`config.mk`:
```
export PLATFORM = sky130hd
export DESIGN_NAME = apb_slave_mem
export DESIGN_NICKNAME = d
export VERILOG_FILES = /design/src/rtl/apb_slave_mem.sv
export SDC_FILE = /design/constraint.sdc
export NUM_CORES = 2
export LEC_CHECK = 0
export ABC_AREA = 1
export CAP_MARGIN = 25
export CORE_MARGIN = 3
export CORE_UTILIZATION = 60
export CTS_BUF_LIST = sky130_fd_sc_hd__clkbuf_4 sky130_fd_sc_hd__clkbuf_8
export DETAILED_ROUTE_END_ITERATION = 16
export HOLD_SLACK_MARGIN = 0.08
export PLACE_DENSITY_LB_ADDON = 0.2
export SLEW_MARGIN = 20
export SYNTH_ARGS = -nofsm -noshare
export SYNTH_HDL_FRONTEND = slang
export SYNTH_SLANG_ARGS = --single-unit
```
`constraint.sdc`:
```
create_clock -name PCLK_i -period 3.05 [get_ports PCLK_i]
set_input_delay 0.305 -clock PCLK_i [delete_from_list [all_inputs] [get_ports PCLK_i]]
set_output_delay 0.305 -clock PCLK_i [all_outputs]
set_load 0.02 [all_outputs]
```
`src/rtl/apb_slave_mem.sv`:
```
// APB completer backed by a small word-addressed register bank.
// Each access inserts a programmable number of wait states. Addresses outside the bank complete with PSLVERR.
module apb_slave_mem #(
  parameter int DATA_WIDTH  = 32,
  parameter int ADDR_WIDTH  = 32,
  parameter int DEPTH       = 32,
  parameter int WAIT_CYCLES = 1
) (
  input  logic                  PCLK_i,
  input  logic                  PRESET_i,
  input  logic                  PSEL_i,
  input  logic                  PENABLE_i,
  input  logic                  PWRITE_i,
  input  logic [ADDR_WIDTH-1:0] PADDR_i,
  input  logic [DATA_WIDTH-1:0] PWDATA_i,
  output logic [DATA_WIDTH-1:0] PRDATA_o,
  output logic                  PREADY_o,
  output logic                  PSLVERR_o
);

  localparam int                    IDX_W     = (DEPTH > 1) ? $clog2(DEPTH) : 1;
  localparam logic [ADDR_WIDTH-1:0] DEPTH_A   = ADDR_WIDTH'(DEPTH);
  localparam logic [7:0]            WAIT_INIT = 8'(WAIT_CYCLES);

  typedef enum logic [1:0] {
    S_IDLE = 2'd0,
    S_WAIT = 2'd1,
    S_RESP = 2'd2
  } state_t;

  state_t                  state_reg, state_next;
  logic [7:0]              cnt_reg, cnt_next;
  logic [ADDR_WIDTH-1:0]   addr_reg, addr_next;
  logic                    write_reg, write_next;
  logic [DATA_WIDTH-1:0]   wdata_reg, wdata_next;
  logic [DATA_WIDTH-1:0]   prdata_reg, prdata_next;
  logic                    pready_reg, pready_next;
  logic                    pslverr_reg, pslverr_next;

  logic [DATA_WIDTH-1:0]   mem_reg [DEPTH];
  logic [IDX_W-1:0]        mem_idx;
  logic [DATA_WIDTH-1:0]   mem_rd;
  logic                    mem_we;
  logic                    in_range;
  logic                    access_ok;
  logic                    access_edge;

  // Full-width compare so high address bits never alias onto the bank.
  assign in_range    = (addr_reg < DEPTH_A);
  assign mem_idx     = addr_reg[IDX_W-1:0];
  assign mem_rd      = mem_reg[mem_idx];
  assign access_ok   = PSEL_i && PENABLE_i;
  assign access_edge = (state_reg == S_WAIT) && access_ok && (cnt_reg == 8'd0);

  // State and registered-output process.
  always_ff @(posedge PCLK_i) begin
    if (PRESET_i) begin
      state_reg   <= S_IDLE;
      cnt_reg     <= 8'd0;
      addr_reg    <= '0;
      write_reg   <= 1'b0;
      wdata_reg   <= '0;
      prdata_reg  <= '0;
      pready_reg  <= 1'b0;
      pslverr_reg <= 1'b0;
    end else begin
      state_reg   <= state_next;
      cnt_reg     <= cnt_next;
      addr_reg    <= addr_next;
      write_reg   <= write_next;
      wdata_reg   <= wdata_next;
      prdata_reg  <= prdata_next;
      pready_reg  <= pready_next;
      pslverr_reg <= pslverr_next;
    end
  end

  // Next-state logic.
  always_comb begin
    state_next = state_reg;
    unique case (state_reg)
      S_IDLE: begin
        if (access_ok) begin
          state_next = S_WAIT;
        end
      end
      S_WAIT: begin
        if (!access_ok) begin
          state_next = S_IDLE;
        end else if (cnt_reg == 8'd0) begin
          state_next = S_RESP;
        end
      end
      S_RESP:  state_next = S_IDLE;
      default: state_next = S_IDLE;
    endcase
  end

  // Datapath and output next values; outputs default to the idle response.
  always_comb begin
    cnt_next     = cnt_reg;
    addr_next    = addr_reg;
    write_next   = write_reg;
    wdata_next   = wdata_reg;
    prdata_next  = prdata_reg;
    pready_next  = 1'b0;
    pslverr_next = 1'b0;
    mem_we       = 1'b0;
    unique case (state_reg)
      S_IDLE: begin
        if (access_ok) begin
          addr_next  = PADDR_i;
          write_next = PWRITE_i;
          wdata_next = PWDATA_i;
          cnt_next   = WAIT_INIT;
        end
      end
      S_WAIT: begin
        if (access_edge) begin
          pready_next  = 1'b1;
          pslverr_next = !in_range;
          if (write_reg) begin
            mem_we = in_range;
          end else begin
            prdata_next = in_range ? mem_rd : '0;
          end
        end else if (access_ok) begin
          cnt_next = cnt_reg - 8'd1;
        end
      end
      default: ;
    endcase
  end

  always_ff @(posedge PCLK_i) begin
    if (PRESET_i) begin
      for (int i = 0; i < DEPTH; i++) begin
        mem_reg[i] <= '0;
      end
    end else if (mem_we) begin
      mem_reg[mem_idx] <= wdata_reg;
    end
  end

  assign PRDATA_o  = prdata_reg;
  assign PREADY_o  = pready_reg;
  assign PSLVERR_o = pslverr_reg;

endmodule

```
* Word-level counts from Yosys, hierarchy flattened *
Memory sizes are Yosys's and may differ from the RTL's. A register that Yosys moved wholly into a read port is not among the register bits.
Index checks and enable logic that the tools add are counted.

storage, ports and cells
  register bits after elaboration = 109
  bits in writable memories = 1,024
  input port bits = 69
  output and inout port bits = 34
  logic and storage cells = 56
  memories kept = 1

memories
  name     depth  bits a word  rd ports  clocked after memory_dff  write ports  line  source
  mem_reg  32     32           1         1                         32           40    logic [DATA_WIDTH-1:0] mem_reg [DEPTH];

cells by class
  add/subtract/negate cells = 1
  magnitude comparators = 1
  eq/ne operators = 5
  multiplexer cells = 23
  bitwise gates (word level) = 3
  reductions and logical operators = 14

operators by type and width
  operator               count
  $mux W32               2
  $lt A32 B6 Y1 const B  1
  $reduce_or A32 Y1      1
  $mux W8                3
  $pmux W8 S2            1
  $mux W5                3
  $mux W1                10
  $logic_not A8 Y1       1
  $sub A8 B1 Y8 const B  1
  $mux W2                3
  $ne A2 B2 Y1 const B   3
  $pmux W2 S2            1
  $reduce_and A2 Y1      2
  $reduce_and A4 Y1      1
  $logic_and A1 B1 Y1    3
  $ne A3 B2 Y1 const B   1
  $not A1 Y1             3
  $reduce_and A3 Y1      1
  $reduce_or A3 Y1       1
  $eq A2 B1 Y1 const B   1
  $logic_not A2 Y1       1
  $reduce_bool A2 Y1     1
  $reduce_or A2 Y1       1
  $logic_not A1 Y1       1

* Logic depth before layout (Yosys ltp) *
  depth in word-level cells = 10
  mapped depth = 13
  depth with buffers taken out = 12

* Worst setup path before layout *
No wires, ideal clock.

  kind = register to register
  start point = register cnt_reg[0]
  end point = memory mem_reg[17][0] (enable)
  library setup time = 0.389 ns
  arrival = 2.387 ns
  data required time = 2.661 ns
  path slack = 0.273 ns
  cell stages (with the launch flop) = 14
  path buffers = 1
  period minus slack after synthesis = 2.777 ns
  cell sequence = dfxtp_1 > inv_1 > ha_1 > nand3_2 > nor2_2 > nand2_2 > inv_2 > nand2_2 > nor2_4 > nand2_4 > nor2_8 > nand2_4 > buf_6 > nand2_1

RTL lines
  element                 line  source
  start, declared         32    logic [7:0] cnt_reg, cnt_next;
  start signal, assigned  68    cnt_reg <= cnt_next;
  end, declared           40

==> results.json <==
{
  "cts_root_buf": "clkbuf_8",
  "outcome": "completed",
  "worst_pin_slew_ps": 975.2,
  "first_pass_iters": 6,
  "largest_reg_flops": 1024,
  "met2WireLength_um": 63880,
  "synth-seq-cells": 1138,
  "cp_slowest_cell": "buf_4",
  "wl_per_cell_um": 21.72,
  "core-area_sq_mm": 0.08277,
  "fin_crit_sh_pct": 86.37,
  "syn_to_final_growth_pct": 11.38,
  "hold_viol_final": 0,
  "fin_setup_tns_ps": 0,
  "grt_max_degree": 157,
  "yosys_warnings": 0,
  "vias_per_cell": 5.950,
  "placed_area_sq_mm": 0.05216,
  "cts_inserted_buffers": 181,
  "clk_latency_ps": 860,
  "cp.required_ps": 3550,
  "ys_types": 26,
  "dr.first_iter.drc_count": 5057,
  "post_cts_resized": 0,
  "clk_pin_slew_worst_paths_ps": 60,
  "grt_setup_unrepaired": "false",
  "cp-start-kind": "flop",
  "cap_violations": 0,
  "hp-class": "in2reg",
  "vias": 37950,
  "clock_skew_ps": 53.04,
  "htreeDepth": 4,
  "critPathMaxFanout": 18,
  "cts_sinks": 1138,
  "mostFrequentLayoutCells": "1241 x nand2_1, 1061 x nor2_1, 1024 x edfxtp_1",
  "io_pins": 103,
  "path_cells": "inv_1, ha_1, nand3_2, nor2_2, nand2_2, inv_2, nand2_2, nor2_4, nand2_4, nor2_8, nand2_4, nand2_1, buf_4",
  "slew_viol_final": 0,
  "drtAntennaViolNets": 0,
  "grt_pass1_vias": 36470,
  "wl_met3_um": 16270,
  "dieArea_sq_mm": 0.08775,
  "routed.top_layer": "met5",
  "p_leak_nw": 20.93,
  "drc": 0,
  "period_needed_ps": 2634,
  "cp-end-kind": "flop",
  "maxSlewHeadroom_pct": 34.89,
  "antenna_found_initial": 2,
  "die_w_um": 296.2,
  "synth-seq-area-share_pct": 65.36,
  "syn_avg_cell_area_sq_um": 9.859,
  "grt_pass1_wl_um": 211900,
  "synthCells": 5126,
  "track_usage_pct": 31.99,
  "setup_viol": 0,
  "max_freq_mhz": 379.6,
  "max_stage_delay_ps": 340,
  "final_cell_area_sq_mm": 0.05629,
  "place.port_buffers": 102,
  "syn_nets": 5196,
  "fillCellCount": 6204,
  "critPathBufInv": 3,
  "layout.cells.most_common": "nand2_1",
  "nets": 5230,
  "cp_data_arrival_time_ps": 3140,
  "rows": 105,
  "drive_above_1_share_pct": 10.40,
  "cp_top_family": "simple AND/OR/NAND/NOR gates",
  "cts_tree": "built",
  "grt_overflow": 0,
  "start_util_pct": 61.06,
  "synth_area_sq_mm": 0.05054,
  "wl_met1_um": 52740,
  "place_congestion": 0.8858,
  "path_class": "reg2reg",
  "clockBufferDepth": 3,
  "hpwl_um": 78300,
  "die_h_um": 296.2,
  "ir_worst_vdd_v": 0.0003796,
  "power_density_mw_per_mm2": 598.4,
  "wl_um": 138500
}
## layout make-up
type	count	area, sq um	area share [%]
Sequential cell	1138	33040	58.71
Multi-Input combinational cell	3486	14960	26.58
Clock buffer	266	3192	5.671
Timing Repair Buffer	294	3141	5.580
Tap cell	1070	1339	2.379
Clock inverter	64	364.1	0.6469
Inverter	59	241.5	0.4290
Antenna cell	1	2.502	0.004446
## per-layer routing
layer,track usage (%),vias up
met3,6.485,320
met5,0,-
met1,44.21,18030
met2,49.58,2331
li1,-,17270
met4,14.32,2
## per-stage QoR
stage                     instances  util (%)  power (mW)  setup WS, ps  hold slack, ps
after floorplan                5126         -       19.75         273.0           439.9
after global placement         5991     63.02       20.99         319.5           427.5
after CTS                      6376     67.98       33.71         428.8           82.07
final                          6378     68.00       33.68         415.6           132.2
after global routing           6378     68.00       34.73         285.1           102.8
after detailed placement       5991     63.02       21.06         325.1           431.8
## path summary, 6_finish.rpt
check	cells past startpoint	slack, ps	endpoint	startpoint
worst min register to register	2	440	wdata_reg[0]	wdata_reg[0]
worst max register to register	13	420	mem_reg[0][14]	cnt_reg[0]
worst min-delay path	3	130	wdata_reg[15]	PWDATA_i[15]
worst max-delay path	13	420	mem_reg[0][14]	cnt_reg[0]
## logic make-up (layout without fill, tap and decap cells)
logic type	after synthesis	after routing	share of synthesized area [%]
simple gates	3339	3339	28.11
flops	1138	1138	65.36
buf+inv	502	683	5.036
compound gates	144	144	1.436
xor+xnor	2	2	0.03467
fa+ha+maj	1	1	0.02475
other cells	0	1	0
## Yosys cell counts (all sizes together)
cell	number	area (sq um)
a211oi	2	15.01
a21oi	74	370.4
buf	129	1145
clkbuf	314	1179
dfxtp	114	2282
edfxtp	1024	30750
ha	1	12.51
inv	59	221.5
nand2	1273	5009
nand3	934	4679
nand4	3	18.77
nor2	1123	4463
nor3	4	20.02
nor3b	1	7.510
o21ai	68	340.3
or2	1	6.260
xor2	2	17.52
## worst register-to-register path, stage by stage (launching register included)
cell and delay [ps]:
dfxtp_1 300, inv_1 130, ha_1 230, nand3_2 110
nor2_2 140, nand2_2 80, inv_2 60, nand2_2 60
nor2_4 230, nand2_4 220, nor2_8 220, nand2_4 60
nand2_1 100, buf_4 340
## power breakdown
group,internal (mW),switching [mW]
Combinational,0.842,2.40
Clock,6.82,6.00
Sequential,17.5,0.168
## what timing repair did
action                                 in CTS  in global routing
hold buffers                               55                  0
buffers inserted                            0                  0
endpoints found under the hold margin      92                  0
(Power assumes the default switching activity.)
